File: src/rtl/lv_efuse_ctrl_if.sv
// Core-side eFuse request/response bundle between the LV core and the eFuse sequencer.
interface lv_efuse_ctrl_if #(
    parameter int unsigned ADDR_W = 2
);
    logic              i_efuse_wmode;
    logic              i_efuse_wr_p;
    logic              i_efuse_rd_p;
    logic              i_efuse_load_req;
    logic [ADDR_W-1:0] i_efuse_addr;
    logic [7:0]        i_efuse_wdata0, i_efuse_wdata1, i_efuse_wdata2, i_efuse_wdata3;
    logic [7:0]        i_efuse_wdata4, i_efuse_wdata5, i_efuse_wdata6, i_efuse_wdata7;
    logic              o_efuse_op_finish;
    logic              o_efuse_reg_update;
    logic              o_efuse_load_done;
    logic              o_efuse_wr_reject;
    logic              o_efuse_busy;
    logic [7:0]        o_efuse_reg_data0, o_efuse_reg_data1, o_efuse_reg_data2, o_efuse_reg_data3;
    logic [7:0]        o_efuse_reg_data4, o_efuse_reg_data5, o_efuse_reg_data6, o_efuse_reg_data7;

    modport master (
        output i_efuse_wmode, i_efuse_wr_p, i_efuse_rd_p, i_efuse_load_req, i_efuse_addr,
               i_efuse_wdata0, i_efuse_wdata1, i_efuse_wdata2, i_efuse_wdata3,
               i_efuse_wdata4, i_efuse_wdata5, i_efuse_wdata6, i_efuse_wdata7,
        input  o_efuse_op_finish, o_efuse_reg_update, o_efuse_load_done, o_efuse_wr_reject,
               o_efuse_busy,
               o_efuse_reg_data0, o_efuse_reg_data1, o_efuse_reg_data2, o_efuse_reg_data3,
               o_efuse_reg_data4, o_efuse_reg_data5, o_efuse_reg_data6, o_efuse_reg_data7
    );

    modport slave (
        input  i_efuse_wmode, i_efuse_wr_p, i_efuse_rd_p, i_efuse_load_req, i_efuse_addr,
               i_efuse_wdata0, i_efuse_wdata1, i_efuse_wdata2, i_efuse_wdata3,
               i_efuse_wdata4, i_efuse_wdata5, i_efuse_wdata6, i_efuse_wdata7,
        output o_efuse_op_finish, o_efuse_reg_update, o_efuse_load_done, o_efuse_wr_reject,
               o_efuse_busy,
               o_efuse_reg_data0, o_efuse_reg_data1, o_efuse_reg_data2, o_efuse_reg_data3,
               o_efuse_reg_data4, o_efuse_reg_data5, o_efuse_reg_data6, o_efuse_reg_data7
    );
endinterface

File: src/rtl/lv_efuse_ctrl.sv
// eFuse sequencer: bit-serial programming and byte-serial bank read/load of a fuse macro.
module lv_efuse_ctrl #(
    parameter int unsigned ADDR_W    = 2,
    parameter int unsigned PGM_CYC   = 16,
    parameter int unsigned GAP_CYC   = 4,
    parameter int unsigned RD_CYC    = 3,
    parameter int unsigned LOAD_BANK = 0
) (
    input  logic              i_clk,
    input  logic              i_rst,
    lv_efuse_ctrl_if.slave    bus,
    output logic              o_fuse_pgm,
    output logic              o_fuse_rd,
    output logic [ADDR_W+5:0] o_fuse_a,
    input  logic [7:0]        i_fuse_q
);
    localparam int unsigned MAX_PG  = (PGM_CYC > GAP_CYC) ? PGM_CYC : GAP_CYC;
    localparam int unsigned MAX_CYC = (MAX_PG > RD_CYC) ? MAX_PG : RD_CYC;
    localparam int unsigned TMR_W   = $clog2(MAX_CYC + 1);
    localparam int unsigned CNT_W   = 7;

    localparam logic [2:0] S_IDLE     = 3'd0;
    localparam logic [2:0] S_PGM_SCAN = 3'd1;
    localparam logic [2:0] S_PGM_STB  = 3'd2;
    localparam logic [2:0] S_PGM_GAP  = 3'd3;
    localparam logic [2:0] S_RD_STB   = 3'd4;
    localparam logic [2:0] S_RD_CAP   = 3'd5;
    localparam logic [2:0] S_FIN      = 3'd6;

    logic [2:0]        r_state, w_state;
    logic [CNT_W-1:0]  r_cnt, w_cnt;
    logic [TMR_W-1:0]  r_tmr, w_tmr;
    logic [ADDR_W-1:0] r_bank, w_bank;
    logic [63:0]       r_wd, w_wd;
    logic [63:0]       r_shadow, w_shadow;
    logic [63:0]       r_reg, w_reg;
    logic              r_is_load, w_is_load;
    logic              r_is_read, w_is_read;
    logic              r_pgm, w_pgm;
    logic              r_rd, w_rd;
    logic [ADDR_W+5:0] r_a, w_a;
    logic              r_fin, w_fin;
    logic              r_upd, w_upd;
    logic              r_done, w_done;
    logic              r_rej, w_rej;
    logic              r_busy, w_busy;

    // Next-state, datapath and registered-output decode
    always_comb begin
        w_state   = r_state;
        w_cnt     = r_cnt;
        w_tmr     = r_tmr;
        w_bank    = r_bank;
        w_wd      = r_wd;
        w_shadow  = r_shadow;
        w_reg     = r_reg;
        w_is_load = r_is_load;
        w_is_read = r_is_read;
        w_fin     = 1'b0;
        w_upd     = 1'b0;
        w_done    = 1'b0;
        w_rej     = 1'b0;
        case (r_state)
            S_IDLE: begin
                if (bus.i_efuse_load_req) begin
                    w_state   = S_RD_STB;
                    w_bank    = ADDR_W'(LOAD_BANK);
                    w_is_load = 1'b1;
                    w_is_read = 1'b1;
                    w_cnt     = '0;
                    w_tmr     = TMR_W'(RD_CYC - 1);
                end else if (bus.i_efuse_rd_p) begin
                    w_state   = S_RD_STB;
                    w_bank    = bus.i_efuse_addr;
                    w_is_load = 1'b0;
                    w_is_read = 1'b1;
                    w_cnt     = '0;
                    w_tmr     = TMR_W'(RD_CYC - 1);
                end else if (bus.i_efuse_wr_p) begin
                    if (bus.i_efuse_wmode) begin
                        w_state   = S_PGM_SCAN;
                        w_bank    = bus.i_efuse_addr;
                        w_wd      = {bus.i_efuse_wdata7, bus.i_efuse_wdata6, bus.i_efuse_wdata5,
                                     bus.i_efuse_wdata4, bus.i_efuse_wdata3, bus.i_efuse_wdata2,
                                     bus.i_efuse_wdata1, bus.i_efuse_wdata0};
                        w_is_load = 1'b0;
                        w_is_read = 1'b0;
                        w_cnt     = '0;
                    end else begin
                        w_rej = 1'b1;
                    end
                end
            end
            S_PGM_SCAN: begin
                if (r_wd[r_cnt[5:0]]) begin
                    w_state = S_PGM_STB;
                    w_tmr   = TMR_W'(PGM_CYC - 1);
                end else if (r_cnt == CNT_W'(63)) begin
                    w_state = S_FIN;
                end else begin
                    w_cnt = r_cnt + CNT_W'(1);
                end
            end
            S_PGM_STB: begin
                if (r_tmr == '0) begin
                    w_state = S_PGM_GAP;
                    w_tmr   = TMR_W'(GAP_CYC - 1);
                end else begin
                    w_tmr = r_tmr - TMR_W'(1);
                end
            end
            S_PGM_GAP: begin
                if (r_tmr != '0) begin
                    w_tmr = r_tmr - TMR_W'(1);
                end else if (r_cnt == CNT_W'(63)) begin
                    w_state = S_FIN;
                end else begin
                    w_state = S_PGM_SCAN;
                    w_cnt   = r_cnt + CNT_W'(1);
                end
            end
            S_RD_STB: begin
                if (r_tmr == '0) begin
                    w_state = S_RD_CAP;
                end else begin
                    w_tmr = r_tmr - TMR_W'(1);
                end
            end
            S_RD_CAP: begin
                w_shadow[{r_cnt[2:0], 3'b000} +: 8] = i_fuse_q;
                if (r_cnt == CNT_W'(7)) begin
                    w_state = S_FIN;
                end else begin
                    w_state = S_RD_STB;
                    w_cnt   = r_cnt + CNT_W'(1);
                    w_tmr   = TMR_W'(RD_CYC - 1);
                end
            end
            S_FIN: begin
                w_state = S_IDLE;
                w_fin   = ~r_is_load;
                w_done  = r_is_load;
                w_upd   = r_is_read;
                if (r_is_read) begin
                    w_reg = r_shadow;
                end
            end
            default: w_state = S_IDLE;
        endcase

        // Strobes and address follow the state being entered so they register in step with it
        w_pgm  = (w_state == S_PGM_STB);
        w_rd   = (w_state == S_RD_STB);
        w_busy = (w_state != S_IDLE);
        case (w_state)
            S_PGM_STB, S_PGM_GAP: w_a = {w_bank, w_cnt[5:0]};
            S_RD_STB, S_RD_CAP:   w_a = {w_bank, w_cnt[2:0], 3'b000};
            default:              w_a = '0;
        endcase
    end

    // State and output registers
    always_ff @(posedge i_clk) begin
        if (i_rst) begin
            r_state   <= S_IDLE;
            r_cnt     <= '0;
            r_tmr     <= '0;
            r_bank    <= '0;
            r_wd      <= '0;
            r_shadow  <= '0;
            r_reg     <= '0;
            r_is_load <= 1'b0;
            r_is_read <= 1'b0;
            r_pgm     <= 1'b0;
            r_rd      <= 1'b0;
            r_a       <= '0;
            r_fin     <= 1'b0;
            r_upd     <= 1'b0;
            r_done    <= 1'b0;
            r_rej     <= 1'b0;
            r_busy    <= 1'b0;
        end else begin
            r_state   <= w_state;
            r_cnt     <= w_cnt;
            r_tmr     <= w_tmr;
            r_bank    <= w_bank;
            r_wd      <= w_wd;
            r_shadow  <= w_shadow;
            r_reg     <= w_reg;
            r_is_load <= w_is_load;
            r_is_read <= w_is_read;
            r_pgm     <= w_pgm;
            r_rd      <= w_rd;
            r_a       <= w_a;
            r_fin     <= w_fin;
            r_upd     <= w_upd;
            r_done    <= w_done;
            r_rej     <= w_rej;
            r_busy    <= w_busy;
        end
    end

    assign o_fuse_pgm             = r_pgm;
    assign o_fuse_rd              = r_rd;
    assign o_fuse_a               = r_a;
    assign bus.o_efuse_op_finish  = r_fin;
    assign bus.o_efuse_reg_update = r_upd;
    assign bus.o_efuse_load_done  = r_done;
    assign bus.o_efuse_wr_reject  = r_rej;
    assign bus.o_efuse_busy       = r_busy;
    assign bus.o_efuse_reg_data0  = r_reg[7:0];
    assign bus.o_efuse_reg_data1  = r_reg[15:8];
    assign bus.o_efuse_reg_data2  = r_reg[23:16];
    assign bus.o_efuse_reg_data3  = r_reg[31:24];
    assign bus.o_efuse_reg_data4  = r_reg[39:32];
    assign bus.o_efuse_reg_data5  = r_reg[47:40];
    assign bus.o_efuse_reg_data6  = r_reg[55:48];
    assign bus.o_efuse_reg_data7  = r_reg[63:56];
endmodule

File: src/flat_wrapper.sv
// flat-port wrapper written by rule: the top's interface ports become plain ports
module lv_efuse_ctrl_flat 
#(
    parameter int unsigned ADDR_W    = 2,
    parameter int unsigned PGM_CYC   = 16,
    parameter int unsigned GAP_CYC   = 4,
    parameter int unsigned RD_CYC    = 3,
    parameter int unsigned LOAD_BANK = 0
)
  (i_clk, i_rst, o_fuse_pgm, o_fuse_rd, o_fuse_a, i_fuse_q, bus_i_efuse_wmode, bus_i_efuse_wr_p, bus_i_efuse_rd_p, bus_i_efuse_load_req, bus_i_efuse_addr, bus_i_efuse_wdata0, bus_i_efuse_wdata1, bus_i_efuse_wdata2, bus_i_efuse_wdata3, bus_i_efuse_wdata4, bus_i_efuse_wdata5, bus_i_efuse_wdata6, bus_i_efuse_wdata7, bus_o_efuse_op_finish, bus_o_efuse_reg_update, bus_o_efuse_load_done, bus_o_efuse_wr_reject, bus_o_efuse_busy, bus_o_efuse_reg_data0, bus_o_efuse_reg_data1, bus_o_efuse_reg_data2, bus_o_efuse_reg_data3, bus_o_efuse_reg_data4, bus_o_efuse_reg_data5, bus_o_efuse_reg_data6, bus_o_efuse_reg_data7);
  lv_efuse_ctrl_if #(.ADDR_W(ADDR_W)) bus_i ();
  input  logic i_clk;
  input  logic i_rst;
  output logic o_fuse_pgm;
  output logic o_fuse_rd;
  output logic [ADDR_W+5:0] o_fuse_a;
  input  logic [7:0] i_fuse_q;
  input wire logic [$bits(bus_i.i_efuse_wmode)-1:0] bus_i_efuse_wmode;
  input wire logic [$bits(bus_i.i_efuse_wr_p)-1:0] bus_i_efuse_wr_p;
  input wire logic [$bits(bus_i.i_efuse_rd_p)-1:0] bus_i_efuse_rd_p;
  input wire logic [$bits(bus_i.i_efuse_load_req)-1:0] bus_i_efuse_load_req;
  input wire logic [$bits(bus_i.i_efuse_addr)-1:0] bus_i_efuse_addr;
  input wire logic [$bits(bus_i.i_efuse_wdata0)-1:0] bus_i_efuse_wdata0;
  input wire logic [$bits(bus_i.i_efuse_wdata1)-1:0] bus_i_efuse_wdata1;
  input wire logic [$bits(bus_i.i_efuse_wdata2)-1:0] bus_i_efuse_wdata2;
  input wire logic [$bits(bus_i.i_efuse_wdata3)-1:0] bus_i_efuse_wdata3;
  input wire logic [$bits(bus_i.i_efuse_wdata4)-1:0] bus_i_efuse_wdata4;
  input wire logic [$bits(bus_i.i_efuse_wdata5)-1:0] bus_i_efuse_wdata5;
  input wire logic [$bits(bus_i.i_efuse_wdata6)-1:0] bus_i_efuse_wdata6;
  input wire logic [$bits(bus_i.i_efuse_wdata7)-1:0] bus_i_efuse_wdata7;
  output wire logic [$bits(bus_i.o_efuse_op_finish)-1:0] bus_o_efuse_op_finish;
  output wire logic [$bits(bus_i.o_efuse_reg_update)-1:0] bus_o_efuse_reg_update;
  output wire logic [$bits(bus_i.o_efuse_load_done)-1:0] bus_o_efuse_load_done;
  output wire logic [$bits(bus_i.o_efuse_wr_reject)-1:0] bus_o_efuse_wr_reject;
  output wire logic [$bits(bus_i.o_efuse_busy)-1:0] bus_o_efuse_busy;
  output wire logic [$bits(bus_i.o_efuse_reg_data0)-1:0] bus_o_efuse_reg_data0;
  output wire logic [$bits(bus_i.o_efuse_reg_data1)-1:0] bus_o_efuse_reg_data1;
  output wire logic [$bits(bus_i.o_efuse_reg_data2)-1:0] bus_o_efuse_reg_data2;
  output wire logic [$bits(bus_i.o_efuse_reg_data3)-1:0] bus_o_efuse_reg_data3;
  output wire logic [$bits(bus_i.o_efuse_reg_data4)-1:0] bus_o_efuse_reg_data4;
  output wire logic [$bits(bus_i.o_efuse_reg_data5)-1:0] bus_o_efuse_reg_data5;
  output wire logic [$bits(bus_i.o_efuse_reg_data6)-1:0] bus_o_efuse_reg_data6;
  output wire logic [$bits(bus_i.o_efuse_reg_data7)-1:0] bus_o_efuse_reg_data7;
  assign bus_i.i_efuse_wmode = bus_i_efuse_wmode;
  assign bus_i.i_efuse_wr_p = bus_i_efuse_wr_p;
  assign bus_i.i_efuse_rd_p = bus_i_efuse_rd_p;
  assign bus_i.i_efuse_load_req = bus_i_efuse_load_req;
  assign bus_i.i_efuse_addr = bus_i_efuse_addr;
  assign bus_i.i_efuse_wdata0 = bus_i_efuse_wdata0;
  assign bus_i.i_efuse_wdata1 = bus_i_efuse_wdata1;
  assign bus_i.i_efuse_wdata2 = bus_i_efuse_wdata2;
  assign bus_i.i_efuse_wdata3 = bus_i_efuse_wdata3;
  assign bus_i.i_efuse_wdata4 = bus_i_efuse_wdata4;
  assign bus_i.i_efuse_wdata5 = bus_i_efuse_wdata5;
  assign bus_i.i_efuse_wdata6 = bus_i_efuse_wdata6;
  assign bus_i.i_efuse_wdata7 = bus_i_efuse_wdata7;
  assign bus_o_efuse_op_finish = bus_i.o_efuse_op_finish;
  assign bus_o_efuse_reg_update = bus_i.o_efuse_reg_update;
  assign bus_o_efuse_load_done = bus_i.o_efuse_load_done;
  assign bus_o_efuse_wr_reject = bus_i.o_efuse_wr_reject;
  assign bus_o_efuse_busy = bus_i.o_efuse_busy;
  assign bus_o_efuse_reg_data0 = bus_i.o_efuse_reg_data0;
  assign bus_o_efuse_reg_data1 = bus_i.o_efuse_reg_data1;
  assign bus_o_efuse_reg_data2 = bus_i.o_efuse_reg_data2;
  assign bus_o_efuse_reg_data3 = bus_i.o_efuse_reg_data3;
  assign bus_o_efuse_reg_data4 = bus_i.o_efuse_reg_data4;
  assign bus_o_efuse_reg_data5 = bus_i.o_efuse_reg_data5;
  assign bus_o_efuse_reg_data6 = bus_i.o_efuse_reg_data6;
  assign bus_o_efuse_reg_data7 = bus_i.o_efuse_reg_data7;
  lv_efuse_ctrl #(.ADDR_W(ADDR_W), .PGM_CYC(PGM_CYC), .GAP_CYC(GAP_CYC), .RD_CYC(RD_CYC), .LOAD_BANK(LOAD_BANK)) u_core (.i_clk(i_clk), .i_rst(i_rst), .bus(bus_i), .o_fuse_pgm(o_fuse_pgm), .o_fuse_rd(o_fuse_rd), .o_fuse_a(o_fuse_a), .i_fuse_q(i_fuse_q));
endmodule
File: config.mk
export PLATFORM = sky130hd
export DESIGN_NAME = lv_efuse_ctrl_flat
export DESIGN_NICKNAME = d
export VERILOG_FILES = /design/src/rtl/lv_efuse_ctrl_if.sv /design/src/rtl/lv_efuse_ctrl.sv /design/src/flat_wrapper.sv
export SDC_FILE = /design/constraint.sdc
export NUM_CORES = 1
export LEC_CHECK = 0
export BUFFER_PORTS_ARGS = -buffer_cell sky130_fd_sc_hd__buf_2
export CAP_MARGIN = 25
export CORE_MARGIN = 2
export CORE_UTILIZATION = 30
export CTS_CLUSTER_SIZE = 16
export DETAILED_ROUTE_END_ITERATION = 10
export RECOVER_POWER = 25
export SYNTH_ARGS = -nofsm -noshare
export SYNTH_HDL_FRONTEND = slang
export SYNTH_SLANG_ARGS = --single-unit
File: constraint.sdc
create_clock -name i_clk -period 4.1 [get_ports i_clk]
set_input_delay 0.82 -clock i_clk [delete_from_list [all_inputs] [get_ports i_clk]]
set_output_delay 0.82 -clock i_clk [all_outputs]
set_load 0.05 [all_outputs]
==> run summary, run 1 <==
TNS Setup: 0 ps
Finish-stage setup viols: 0
Number of fillers in the final layout: 3186
Core Util, Final: 36.8%
WL final: 25300 um
R2R Setup Slk: 890 ps
Tcrit/Tclk final: 78.3%
Top FF cell, synth: dfxtp_1
I/O Pins: 159
Static Leak: 4.09 nW
Placer congestion estimate: 0.861
Number of max-cap violations: 0
Peak VDD IR: 0.275 mV
Status: completed
FF-to-FF path depth: 10
Core Rows: 64
Detailed-route via count: 7909
P&R area growth vs syn: 21.5%
CP Cell Sequence: buf_4, nor2b_1, a22oi_1, o21ai_1, a311oi_2, o21ai_2, or2_1, o2111ai_4, or4b_1, a21oi_1
Number of global-route vias before repair: 7569
Worst r2r src: u_core.r_cnt[2]
Mapped cell area: 9200 um2
PwrDens: 477 nW/um2
Setup Skew: 26.1 ps
Crit path capture type: register
Critical path class: reg2reg
Synth unique cells: 67
Vias/cell: 4.80
RSZ-0062 raised after global routing: no
Dpl ws: 934 ps
Post-synthesis register bit count: 226
Initial DRT Pass Iterations: 5
Total die area: 32100 um2
Slowest stage delay, CP: 550 ps
Hold EP: u_core.r_reg[46]
Top delay family on crit path: simple AND/OR/NAND/NOR gates
Mapped Cells: 1104
Worst Setup Slack, final: 890 ps
CTS Hold Bufs: 0
WP data arrival: 3660 ps
HP Class: reg2reg
Hold Vio Cnt, Final: 0
CP Launch Type: register
Starting Density: 30.2%
DRC violations left: 0
First-pass GRT wire length: 40300 um
F_max: 312 MHz
Num Clock Sinks: 226
Hold Startpoint: u_core.r_shadow[46]
Ys async rst share: 0%
RR Endpoint: u_core.r_tmr[4]
Actual slew at the worst max-slew pin: 869 ps
ANT cells: 0
Die height: 179 um
Fin crit period: 3210 ps
Port bufs: 158
Setup Fix Bufs, Post-CTS: 0
DR iter-0 viols: 389
Root buffer cell: clkbuf_16
Share of cells above drive strength 1: 14.9%
Latest clock arrival within the worst-skew pair: 540 ps
Critical Path Fanout Max: 13
Sequential share of the synthesized area: 49.2%
CTS Buf Count: 26
Antenna Nets Post-Route: 0
H-tree depth: 1
Hold depth: 2
Buf/Inv on CP: 1
Post-synth EDFFs: 0
Post-CTS Resized: 0
Antenna violations before repair: 0
Nets: 1317
Rel. slew slack: 42.1%
Clock buffer depth: 3
Slowest stage cell, crit path: or4b_1
Hpwl dp: 17300 um
Global-route usage over all layers: 15.6%
Avg Cell Area, Syn: 8.34 um2
Die width: 179 um
Critical path required time: 4550 ps
Power after layout: 5.34 mW
Clock transition at path regs: 60 ps
Syn_nets: 1189
Largest net degree at the start of global routing: 106
Slew Limit Fails: 0
DR WL/cell: 15.4 um
Yosys warnings: 0
Placeable Area: 30400 um2
CTS tree: built
Grt ovf: 0
==> worst max-delay path by stage <==
| stage | from | end | cells past startpoint |
|---|---|---|---|
| after floorplan | u_core.r_cnt[0] | u_core.o_fuse_a[3] | 11 |
| after global placement | u_core.r_cnt[2] | u_core.r_tmr[4] | 10 |
| after detailed placement | u_core.r_cnt[2] | u_core.r_tmr[4] | 10 |
| after CTS | u_core.r_cnt[2] | u_core.r_tmr[4] | 10 |
| after global routing | u_core.r_cnt[2] | u_core.r_tmr[4] | 10 |
| final | u_core.r_cnt[2] | u_core.r_tmr[4] | 10 |
==> cell usage in the layout, fill, tap and decap left out, drive strengths merged, types with 15 or more instances in the layout <==
master and n:
dfxtp 226, nor2 109, clkbuf 100, nor3 15
a21oi 145, o21ai 32, nand2 286, mux2i 71
mux2 16, buf 107
==> where the power goes <==
part	switching, mW	leakage, nW	internal, mW
logic	0.363	1.82	0.211
clock network	0.987	0.446	1.47
registers	0.0590	1.82	2.25
==> tightest hold or removal path, cell delays in order (launching register included) <==
cell and delay (ps):
dfxtp_1 310, nand2_1 50, a21oi_1 50
==> cells in the mapped netlist (all sizes together) (3+ instances only) <==
cell	n	area share [%]
o21ai	32	1.8
a21oi	145	7.9
nand4	3	0.20
nand2b	9	0.61
a31oi	8	0.54
nand3	9	0.49
o22ai	3	0.27
a22oi	9	0.73
a32oi	5	0.48
nor4	3	0.20
buf	14	0.99
nor3	15	0.98
mux2	16	2.0
nor2	109	4.5
nor4b	4	0.38
nand2	286	12
clkbuf	64	2.6
ha	5	0.68
mux2i	71	7.7
and2	3	0.20
a311oi	3	0.35
nor2b	9	0.61
a211oi	4	0.33
inv	9	0.37
dfxtp	226	49
==> kinds of logic after synthesis <==
logic type / count (synthesis) / synth area share (%)
AO/OA/AOI/OAI: 229 / 14.6
XOR/XNOR: 3 / 0.286
adder cells (fa/ha/maj): 5 / 0.680
buffers and inverters: 88 / 4.01
flip-flops: 226 / 49.2
multiplexers: 89 / 10.2
AND/OR/NAND/NOR: 464 / 21.1
==> layer usage <==
metal	vias up	GRT usage, %	wire length (um)
met5	-	0	0
met4	0	4.40	643
met3	45	3.27	1390
met2	169	26.0	11800
met1	3704	20.4	11500
li1	3991	-	-
==> area by class of cell <==
cell class	count	area, um2	area share, %
flip-flops and latches	226	4520	40.5
multi-input cells	790	4320	38.6
repair buffers	178	883	7.90
clock buffers	29	682	6.10
well taps	396	495	4.43
clock inverters	19	240	2.15
inverters	10	37.5	0.336
==> metrics by stage <==
step	hold slack, ps	cell area, um2	cells
floorplan	415	9200	1104
global placement	436	10300	1599
detailed placement	443	10400	1600
CTS	451	11300	1648
global route	466	11200	1648
finish	448	11200	1648
(Power assumes the default switching activity.)
==> inputs of run 2 (changes only) <==
==> constraint.sdc (replaced) <==
create_clock -name i_clk -period 2.6 [get_ports i_clk]
set_input_delay 0.52 -clock i_clk [delete_from_list [all_inputs] [get_ports i_clk]]
set_output_delay 0.52 -clock i_clk [all_outputs]
set_load 0.05 [all_outputs]
==> run summary, run 2 (synthesis results as in run 1) <==
Port bufs: 158 (unchanged)
CP Cell Sequence: buf_12, buf_6, mux2_2, a32oi_1, o21ai_1, o21ai_1, o22ai_2, or2_4, buf_4, o2111ai_4, buf_4, a211oi_1
Hold Vio Cnt, Final: 0 (unchanged)
Hpwl dp: 17800 um (+2.7%)
CP Launch Type: register
F_max: 385 MHz (+24%)
Core Rows: 64 (unchanged)
Commonest non-fill, non-tap cell in the layout: nand2_1
Slew Limit Fails: 0 (unchanged)
Largest net degree at the start of global routing: 83 (-22%)
Die width: 179 um (unchanged)
Top delay family on crit path: compound AO/OA/AOI/OAI gates
Placer congestion estimate: 0.870 (+1.0%)
Area of the multi-input gates: 4510 um2 (+4.3%)
Slowest stage delay, CP: 370 ps (-180 ps)
H-tree depth: 1 (unchanged)
Share of cells above drive strength 1: 20.9% (+6.0 points)
RSZ-0062 raised after global routing: yes
Clock transition at path regs: 60 ps (about the same)
Clock buffer depth: 3 (unchanged)
Slowest stage cell, crit path: dfxtp_4
CTS Buf Count: 27 (+3.8%)
Initial DRT Pass Iterations: 5 (unchanged)
I/O Pins: 159 (unchanged)
Crit path capture type: register
Number of fillers in the final layout: 3160 (-0.82%)
P&R area growth vs syn: 29.9%
Root buffer cell: clkbuf_16
Nets: 1381 (+4.9%)
DRC violations left: 0 (unchanged)
CTS Hold Bufs: 0 (unchanged)
Grt ovf: 0 (unchanged)
Fin crit period: 2600 ps (-613 ps)
Final hold slack: 185 ps (-264 ps)
Status: completed
Global-route usage over all layers: 16.1% (+0.48 points)
Buf/Inv on CP: 4 (+3)
Actual slew at the worst max-slew pin: 671 ps (-198 ps)
First-pass GRT wire length: 41600 um (+3.4%)
Starting Density: 30.2% (unchanged)
Peak VDD IR: 0.466 mV (+70%)
Number of global-route vias before repair: 7891 (+4.3%)
HP Class: in2reg
Setup Skew: 8.30 ps (-17.8 ps)
Most frequent cells in the layout: nand2_1 (284), dfxtp_1 (223), a21oi_1 (141)
Storage element area: 4530 um2 (+0.19%)
Tcrit/Tclk final: 99.9% (+22 points)
WP data arrival: 2980 ps (-680 ps)
Critical path class: reg2reg
Antenna Nets Post-Route: 0 (unchanged)
DR WL/cell: 15.5 um (+1.2%)
CTS tree: built
Power after layout: 8.70 mW (+63%)
Rel. slew slack: 55.2% (+13 points)
PwrDens: 728 nW/um2 (+52%)
Num Clock Sinks: 226 (unchanged)
Latest clock arrival within the worst-skew pair: 530 ps (about the same)
Antenna violations before repair: 0 (unchanged)
WL final: 26600 um (+5.0%)
Number of max-cap violations: 0 (unchanged)
ANT cells: 0 (unchanged)
Critical Path Fanout Max: 6 (-7)
Critical path required time: 2980 ps (-1570 ps)
Finish-stage setup viols: 0 (unchanged)
Static Leak: 4.47 nW (+9.3%)
Total die area: 32100 um2 (unchanged)
Placeable Area: 30400 um2 (unchanged)
Vias/cell: 4.78 (-0.36%)
Die height: 179 um (unchanged)
Detailed-route via count: 8177 (+3.4%)
DR iter-0 viols: 504 (+30%)
-- run 2: cell count changes in the layout (fill, tap and decap cells not counted), sizes merged --
cell      delta
clkinv       -6
inv          -4
clkbuf       +8
bufinv       -1
buf         +63
o2111ai      +1
clkinvlp     +1
-- run 2: repair_timing --
| item | in CTS | in global routing |
|---|---|---|
| pin swaps | 4 | 14 |
| cloned | 1 | 1 |
| buffers inserted | 1 | 10 |
| setup endpoints to repair | 20 | 40 |
| resized for setup | 12 | 38 |
-- run 2: metal layers --
| metal | up-vias | share of wire [%] | GRT usage, % |
|---|---|---|---|
| met5 | - | 0 | 0 |
| met2 | 194 | 47 | 27.1 |
| li1 | 4123 | - | - |
| met3 | 42 | 5.1 | 2.99 |
| met1 | 3818 | 46 | 21.1 |
| met4 | 0 | 2.3 | 4.33 |
-- run 2: per-stage QoR --
| stage | std cells | setup TNS, ps | util (%) | instance area (um2) | setup WS, ps |
|---|---|---|---|---|---|
| after floorplan | 1104 | 0 | - | 9200 | 72.7 |
| after global placement | 1650 | -498 | 35.5 | 10800 | -97.0 |
| after detailed placement | 1650 | -1610 | 35.5 | 10800 | -166 |
| after CTS | 1699 | -122 | 38.7 | 11800 | -40.3 |
| after global routing | 1710 | -992 | 39.3 | 12000 | -125 |
| final | 1710 | 0 | 39.3 | 12000 | 3.00 |
-- run 2: layout make-up --
class | count | area share, %
inverters | 10 | 0.377
clock inverters | 9 | 1.11
multi-input cells | 791 | 37.7
repair buffers | 240 | 12.2
well taps | 396 | 4.15
flip-flops and latches | 226 | 37.9
clock buffers | 38 | 6.50
-- run 2: worst paths after layout --
path	slack (ps)	startpoint	cells past startpoint	to
worst min-delay path	180	bus_i_efuse_wmode	2	u_core.bus.o_efuse_wr_reject
worst max register to register	3	u_core.r_cnt[0]	12	u_core.r_tmr[1]
worst max-delay path	3	u_core.r_cnt[0]	12	u_core.r_tmr[1]
worst min register to register	450	u_core.r_shadow[20]	2	u_core.r_reg[20]
-- run 2: power breakdown --
part           internal (mW)  leakage, nW  switching [mW]
Combinational          0.551         2.20           0.703
Clock                   2.37        0.441            1.46
Sequential              3.55         1.83          0.0730
Total                   6.47         4.47            2.24
